**config.mk**
```make
export PLATFORM = sky130hd
export DESIGN_NAME = adder_seq_ctrl_flat
export DESIGN_NICKNAME = d
export VERILOG_FILES = /design/src/rtl/adder_seq_ctrl_if.sv /design/src/rtl/adder_seq_ctrl.sv /design/src/flat_wrapper.sv
export SDC_FILE = /design/constraint.sdc
export NUM_CORES = 1
export LEC_CHECK = 0
export ABC_AREA = 0
export BUFFER_PORTS_ARGS = -buffer_cell sky130_fd_sc_hd__buf_2
export CELL_PAD_IN_SITES_DETAIL_PLACEMENT = 1
export CELL_PAD_IN_SITES_GLOBAL_PLACEMENT = 1
export CORE_UTILIZATION = 40
export DETAILED_ROUTE_END_ITERATION = 8
export GPL_TIMING_DRIVEN = 0
export PLACE_DENSITY = 0.71
export SYNTH_ARGS = -nofsm -noshare
export SYNTH_HDL_FRONTEND = slang
export SYNTH_HIERARCHICAL = 1
export SYNTH_SLANG_ARGS = --single-unit
```
**constraint.sdc**
```tcl
create_clock -name clk -period 4.9 [get_ports clk]
set_input_delay 1.225 -clock clk [delete_from_list [all_inputs] [get_ports clk]]
set_output_delay 1.225 -clock clk [all_outputs]
set_load 0.005 [all_outputs]
```
**src/rtl/adder_seq_ctrl_if.sv**
```systemverilog
// ---------------------------------------------------------------------------
// adder_seq_ctrl_if
// Request/result bundle for the multi-precision add/subtract sequencer.
//   start    : request, only looked at while the sequencer is idle
//   op       : 0 = add, 1 = subtract (captured with start)
//   a_in     : operand A, BITS*WORDS wide (captured with start)
//   b_in     : operand B, BITS*WORDS wide (captured with start)
//   cin_in   : carry-in for add, ignored for subtract (captured with start)
//   busy     : sequencer is running or presenting its result
//   done     : one-cycle pulse, result is valid
//   sum_out  : result register
//   cout_out : final carry; for subtract 1 means no borrow (A >= B)
// master = requester side, slave = sequencer side.
// ---------------------------------------------------------------------------
interface adder_seq_ctrl_if #(
    parameter int BITS  = 4,
    parameter int WORDS = 4
);
    localparam int W = BITS * WORDS;

    logic         start;
    logic         op;
    logic [W-1:0] a_in;
    logic [W-1:0] b_in;
    logic         cin_in;
    logic         busy;
    logic         done;
    logic [W-1:0] sum_out;
    logic         cout_out;

    modport master (
        output start, op, a_in, b_in, cin_in,
        input  busy, done, sum_out, cout_out
    );

    modport slave (
        input  start, op, a_in, b_in, cin_in,
        output busy, done, sum_out, cout_out
    );
endinterface

```
**src/rtl/adder_seq_ctrl.sv**
```systemverilog
// ---------------------------------------------------------------------------
// adder_seq_ctrl
// Multi-precision add/subtract built from one BITS-wide adder slice that is
// reused WORDS times, least-significant slice first, with the carry held in
// a register between slices.
//   clk   : rising-edge clock
//   rst_n : asynchronous active-low reset, clears control and result state
//   bus   : adder_seq_ctrl_if.slave (start/op/a_in/b_in/cin_in in,
//           busy/done/sum_out/cout_out out)
// Timing: start accepted at edge E0, done is high for the one cycle after
// edge E(WORDS); the next request can be accepted the cycle after done.
// ---------------------------------------------------------------------------
module adder_seq_ctrl #(
    parameter int BITS  = 4,
    parameter int WORDS = 4
) (
    input  logic             clk,
    input  logic             rst_n,
    adder_seq_ctrl_if.slave  bus
);
    localparam int IW = (WORDS > 1) ? $clog2(WORDS) : 1;
    localparam logic [IW-1:0] LAST = IW'(WORDS - 1);

    typedef enum logic [1:0] {IDLE, RUN, DONE} state_t;

    state_t                     state;
    state_t                     state_nxt;

    logic [WORDS-1:0][BITS-1:0] a_r;
    logic [WORDS-1:0][BITS-1:0] b_r;
    logic [WORDS-1:0][BITS-1:0] sum_r;
    logic                       carry_r;
    logic                       cout_r;
    logic [IW-1:0]              idx;

    logic [BITS-1:0]            add_sum;
    logic                       add_cout;
    logic                       last_slice;

    assign last_slice = (idx == LAST);

    adder_n #(.BITS(BITS)) u_add (
        .a    (a_r[idx]),
        .b    (b_r[idx]),
        .cin  (carry_r),
        .sum  (add_sum),
        .cout (add_cout)
    );

    always_ff @(posedge clk or negedge rst_n) begin
        if (!rst_n) state <= IDLE;
        else        state <= state_nxt;
    end

    always_comb begin
        state_nxt = state;
        bus.busy  = 1'b0;
        bus.done  = 1'b0;
        case (state)
            IDLE: if (bus.start) state_nxt = RUN;
            RUN: begin
                bus.busy = 1'b1;
                if (last_slice) state_nxt = DONE;
            end
            DONE: begin
                bus.busy  = 1'b1;
                bus.done  = 1'b1;
                state_nxt = IDLE;
            end
            default: state_nxt = IDLE;
        endcase
    end

    // Subtract is A + ~B + 1: B is inverted at capture and the initial
    // carry forced to 1, so the slice loop is identical for both ops.
    always_ff @(posedge clk or negedge rst_n) begin
        if (!rst_n) begin
            a_r     <= '0;
            b_r     <= '0;
            sum_r   <= '0;
            carry_r <= 1'b0;
            cout_r  <= 1'b0;
            idx     <= '0;
        end else begin
            case (state)
                IDLE: if (bus.start) begin
                    a_r     <= bus.a_in;
                    b_r     <= bus.op ? ~bus.b_in : bus.b_in;
                    carry_r <= bus.op ? 1'b1 : bus.cin_in;
                    idx     <= '0;
                    sum_r   <= '0;
                    cout_r  <= 1'b0;
                end
                RUN: begin
                    sum_r[idx] <= add_sum;
                    carry_r    <= add_cout;
                    if (last_slice) begin
                        cout_r <= add_cout;
                        idx    <= '0;
                    end else begin
                        idx <= idx + 1'b1;
                    end
                end
                default: ;
            endcase
        end
    end

    assign bus.sum_out  = sum_r;
    assign bus.cout_out = cout_r;
endmodule

// Plain BITS-wide ripple adder slice.
module adder_n #(
    parameter int BITS = 4
) (
    input  logic [BITS-1:0] a,
    input  logic [BITS-1:0] b,
    input  logic            cin,
    output logic [BITS-1:0] sum,
    output logic            cout
);
    assign {cout, sum} = {1'b0, a} + {1'b0, b} + {{BITS{1'b0}}, cin};
endmodule

```
**src/flat_wrapper.sv**
```systemverilog
// flat-port wrapper written by rule: the top's interface ports become plain ports
module adder_seq_ctrl_flat 
#(
    parameter int BITS  = 4,
    parameter int WORDS = 4
)
  (clk, rst_n, bus_start, bus_op, bus_a_in, bus_b_in, bus_cin_in, bus_busy, bus_done, bus_sum_out, bus_cout_out);
  adder_seq_ctrl_if #(.BITS(BITS), .WORDS(WORDS)) bus_i ();
  input  logic clk;
  input  logic rst_n;
  input wire logic [$bits(bus_i.start)-1:0] bus_start;
  input wire logic [$bits(bus_i.op)-1:0] bus_op;
  input wire logic [$bits(bus_i.a_in)-1:0] bus_a_in;
  input wire logic [$bits(bus_i.b_in)-1:0] bus_b_in;
  input wire logic [$bits(bus_i.cin_in)-1:0] bus_cin_in;
  output wire logic [$bits(bus_i.busy)-1:0] bus_busy;
  output wire logic [$bits(bus_i.done)-1:0] bus_done;
  output wire logic [$bits(bus_i.sum_out)-1:0] bus_sum_out;
  output wire logic [$bits(bus_i.cout_out)-1:0] bus_cout_out;
  assign bus_i.start = bus_start;
  assign bus_i.op = bus_op;
  assign bus_i.a_in = bus_a_in;
  assign bus_i.b_in = bus_b_in;
  assign bus_i.cin_in = bus_cin_in;
  assign bus_busy = bus_i.busy;
  assign bus_done = bus_i.done;
  assign bus_sum_out = bus_i.sum_out;
  assign bus_cout_out = bus_i.cout_out;
  adder_seq_ctrl #(.BITS(BITS), .WORDS(WORDS)) u_core (.clk(clk), .rst_n(rst_n), .bus(bus_i));
endmodule
```
==> results_dict.tcl <==
set metrics [dict create \
    hold_viol_final 0 \
    gp_congestion 0.715 \
    htree_num_levels 2 \
    vias_per_cell 4.96 \
    synth_flop_cell "dfrtp_1" \
    synth_cell_type_count 34 \
    status "finished, final reports clean" \
    die_w_um 86.0 \
    cpMostUsedCell "fa_1" \
    end_kind "flop" \
    worst_hold_slack_ns 0.487 \
    syn_inst 227 \
    diodes 0 \
    synth_adder_area_share_pct 7.19 \
    cts-buffers-inserted 5 \
    clkTransAtPathRegs_ns 0.09 \
    fin_crit_sh_pct 63.1 \
    rsz0062_at_grt "no" \
    drt_iter0_drc 89 \
    chipHeight_um 86.0 \
    core_area_um2 6790 \
    cts.sinks 54 \
    maxSlewHeadroom_pct 20.3 \
    yosys_warnings 6 \
    synth_top_family_by_area "multiplexers" \
    grt_overflow 0 \
    async_flop_share_pct 100 \
    worst_pin_slew_ns 1.20 \
    ys_ff_latch 54 \
    num_vias 1906 \
    grt_pass1_wl_um 10300 \
    final_cells 384 \
    synth_edf_count 0 \
    fin_worst_skew_ns 0.00667 \
    start_util_pct 41.5 \
    netSwitchingPower_uw 1020 \
    dpl.cell_count 376 \
    start_kind "flop" \
    fin_crit_ns 3.09 \
    final.setup.tns_ns 0 \
    seq_power_share_pct 30.8 \
    first_pass_iters 4 \
    drv_slew 0 \
    total_power_uw 2460 \
    grt_max_degree 55 \
    worst_slack_ns 1.81 \
    ys_top_cells_by_area "dfrtp_1, mux2_2, mux4_2, ha_1, xnor2_1" \
    cp_top_family "multiplexers" \
    crit_type "reg2reg" \
    cpMaxStageDelayCell "mux4_2" \
    root_buffer "clkbuf_8" \
    ys_seq_area_share_pct 47.9 \
    clk_latency_ns 0.30 \
    yosys.area_share.simple_pct 8.12 \
    ios 56 \
    required_ns 5.09 \
    postCtsHoldBufs 0 \
    drive_gt1_share_pct 38.5 \
    yosysTopAreaCell "dfrtp_1" \
    synth_top_cell_area_share_pct 47.9 \
    area_growth_pct 17.6 \
    syn_area_um2 2820 \
    grt_usage_pct 18.4 \
    power.share.combinational_pct 57.2 \
    setup_viol 0 \
    synth.mux.area_fraction_pct 16.3 \
    layout.nets 339 \
    ant_nets 0 \
    crit_chain "buf_4 > mux4_2 > fa_1 > inv_1 > fa_1 > nor2b_1 > o21ai_0 > nand2b_1 > mux2_2 > o22ai_1 > a21oi_1" \
    cts_setup_buffers 0 \
    first_global_vias 2065 \
    p_sw_share_pct 41.4 \
    path_max_fanout 10 \
    p_leak_uw 0.00160 \
    die_area_um2 7390 \
    cap_violations 0 \
    syn-num-nets 279 \
    synth_compound_area_share_pct 10.4 \
    dp_slack_ns 1.80 \
    fmax_mhz 324 \
    cp.arrival_ns 3.28 \
    synthXorXnorAreaFrac_pct 5.59 \
    wirelength_um 6090 \
    drc_errors 0 \
    dp_hpwl_um 4470 \
    clock_path_buffers 2 \
    hp-class "reg2reg" \
    cts_tree "yes" \
    cts_resized 0 \
    p_per_area_nw_per_um2 743 \
    intPower_uw 1440 \
    clock_power_share_pct 12.0 \
    io_buffers 53 \
    syn_avg_cell_area_um2 12.4 \
    crit_buf_inv 2 \
    wire_per_inst_um 15.9 \
    ir_drop_mv 0.296 \
    rows 30 \
    antenna_found_initial 0 \
    critPathMaxStageDelay_ns 0.56 \
]
metal layers:
layer  global-route usage (%)  share of wire [%]
met4                     4.55                1.1
met5                        0                  0
met2                     33.3                 52
met1                     22.4                 44
met3                     3.56                3.4
worst reg2reg max path, delay by kind of cell (launching register included):
kind / cells / cell delay (ns)
simple gates: 2 / 0.20
flops: 1 / 0.53
fa+ha+maj: 2 / 0.68
compound gates: 3 / 0.35
buf+inv: 2 / 0.39
mux: 2 / 0.84
Yosys cell counts, drive strengths merged (5+ instances only):
| cell type | number |
|---|---|
| a22o | 12 |
| and3 | 8 |
| buf | 12 |
| dfrtp | 54 |
| ha | 13 |
| inv | 9 |
| mux2 | 23 |
| mux4 | 8 |
| nand2 | 18 |
| nor2 | 5 |
| o21ai | 23 |
| xnor2 | 18 |
worst paths after layout:
path | slack [ns] | endpoint | cells after the start | from
worst max-delay path | 1.81 | u_core/carry_r | 11 | u_core/idx[0]
worst max register to register | 1.81 | u_core/carry_r | 11 | u_core/idx[0]
min in group asynchronous | 1.16 | u_core/state[0] | 1 | rst_n
worst min register to register | 0.49 | u_core/b_r[10] | 2 | u_core/b_r[10]
worst min-delay path | 0.49 | u_core/b_r[10] | 2 | u_core/b_r[10]
max in group asynchronous | 3.00 | u_core/bus.sum_out[12] | 1 | rst_n
cell families after synthesis:
kind of cell | after synthesis
AND/OR/NAND/NOR | 41
multiplexers | 33
buffers and inverters | 22
AO/OA/AOI/OAI | 44
XOR/XNOR | 18
adder cells (fa/ha/maj) | 15
flip-flops | 54
through the flow:
step                      util, %  instance area, µm²
after global routing         48.8                3320
after CTS                    48.8                3320
final                        48.8                3320
after floorplan                 -                2820
after detailed placement     47.2                3210
after global placement       47.2                3210
layout make-up:
class,count,area (µm²)
sequential,54,1350
fill,763,3480
clock inverter,2,37.5
inverter,9,33.8
buffer,13,92.6
timing repair buffer,53,265
clock buffer,6,72.6
tap,96,120
multi-input combinational,151,1340
registers in the layout (all words and copies together) (netlist names):
name / flops
u_core/bus.cout_out: 1
u_core/state: 2
u_core/b_r: 16
u_core/bus.sum_out: 16
u_core/carry_r: 1
u_core/a_r: 16
u_core/idx: 2
power groups by stage:
stage	clock, µW	sequential [µW]	combinational, µW
2_1_floorplan	0	739	1020
6_report	296	758	1410
3_3_place_gp	0	760	1360
4_1_cts	307	761	1440
5_1_grt	321	786	1570
3_5_place_dp	0	770	1420
cells in the final DEF (no fill, tap or decap), types with 2 or more instances in the layout:
cell type  Yosys  routed
a21oi_1        3       3
a22o_1        12      12
and3_1         8       8
buf_2          5      58
buf_4          4       4
buf_6          3       3
clkbuf_1       1       2
clkbuf_8       0       5
dfrtp_1       54      54
fa_1           2       2
ha_1          13      13
inv_1          9       9
mux2_2        23      23
mux2i_1        2       2
mux4_2         8       8
nand2_1       18      18
nor2_1         5       5
nor2b_1        2       2
o21ai_0       20      20
o21ai_2        3       3
xnor2_1       18      18
Power figures use the tool's default switching activity.
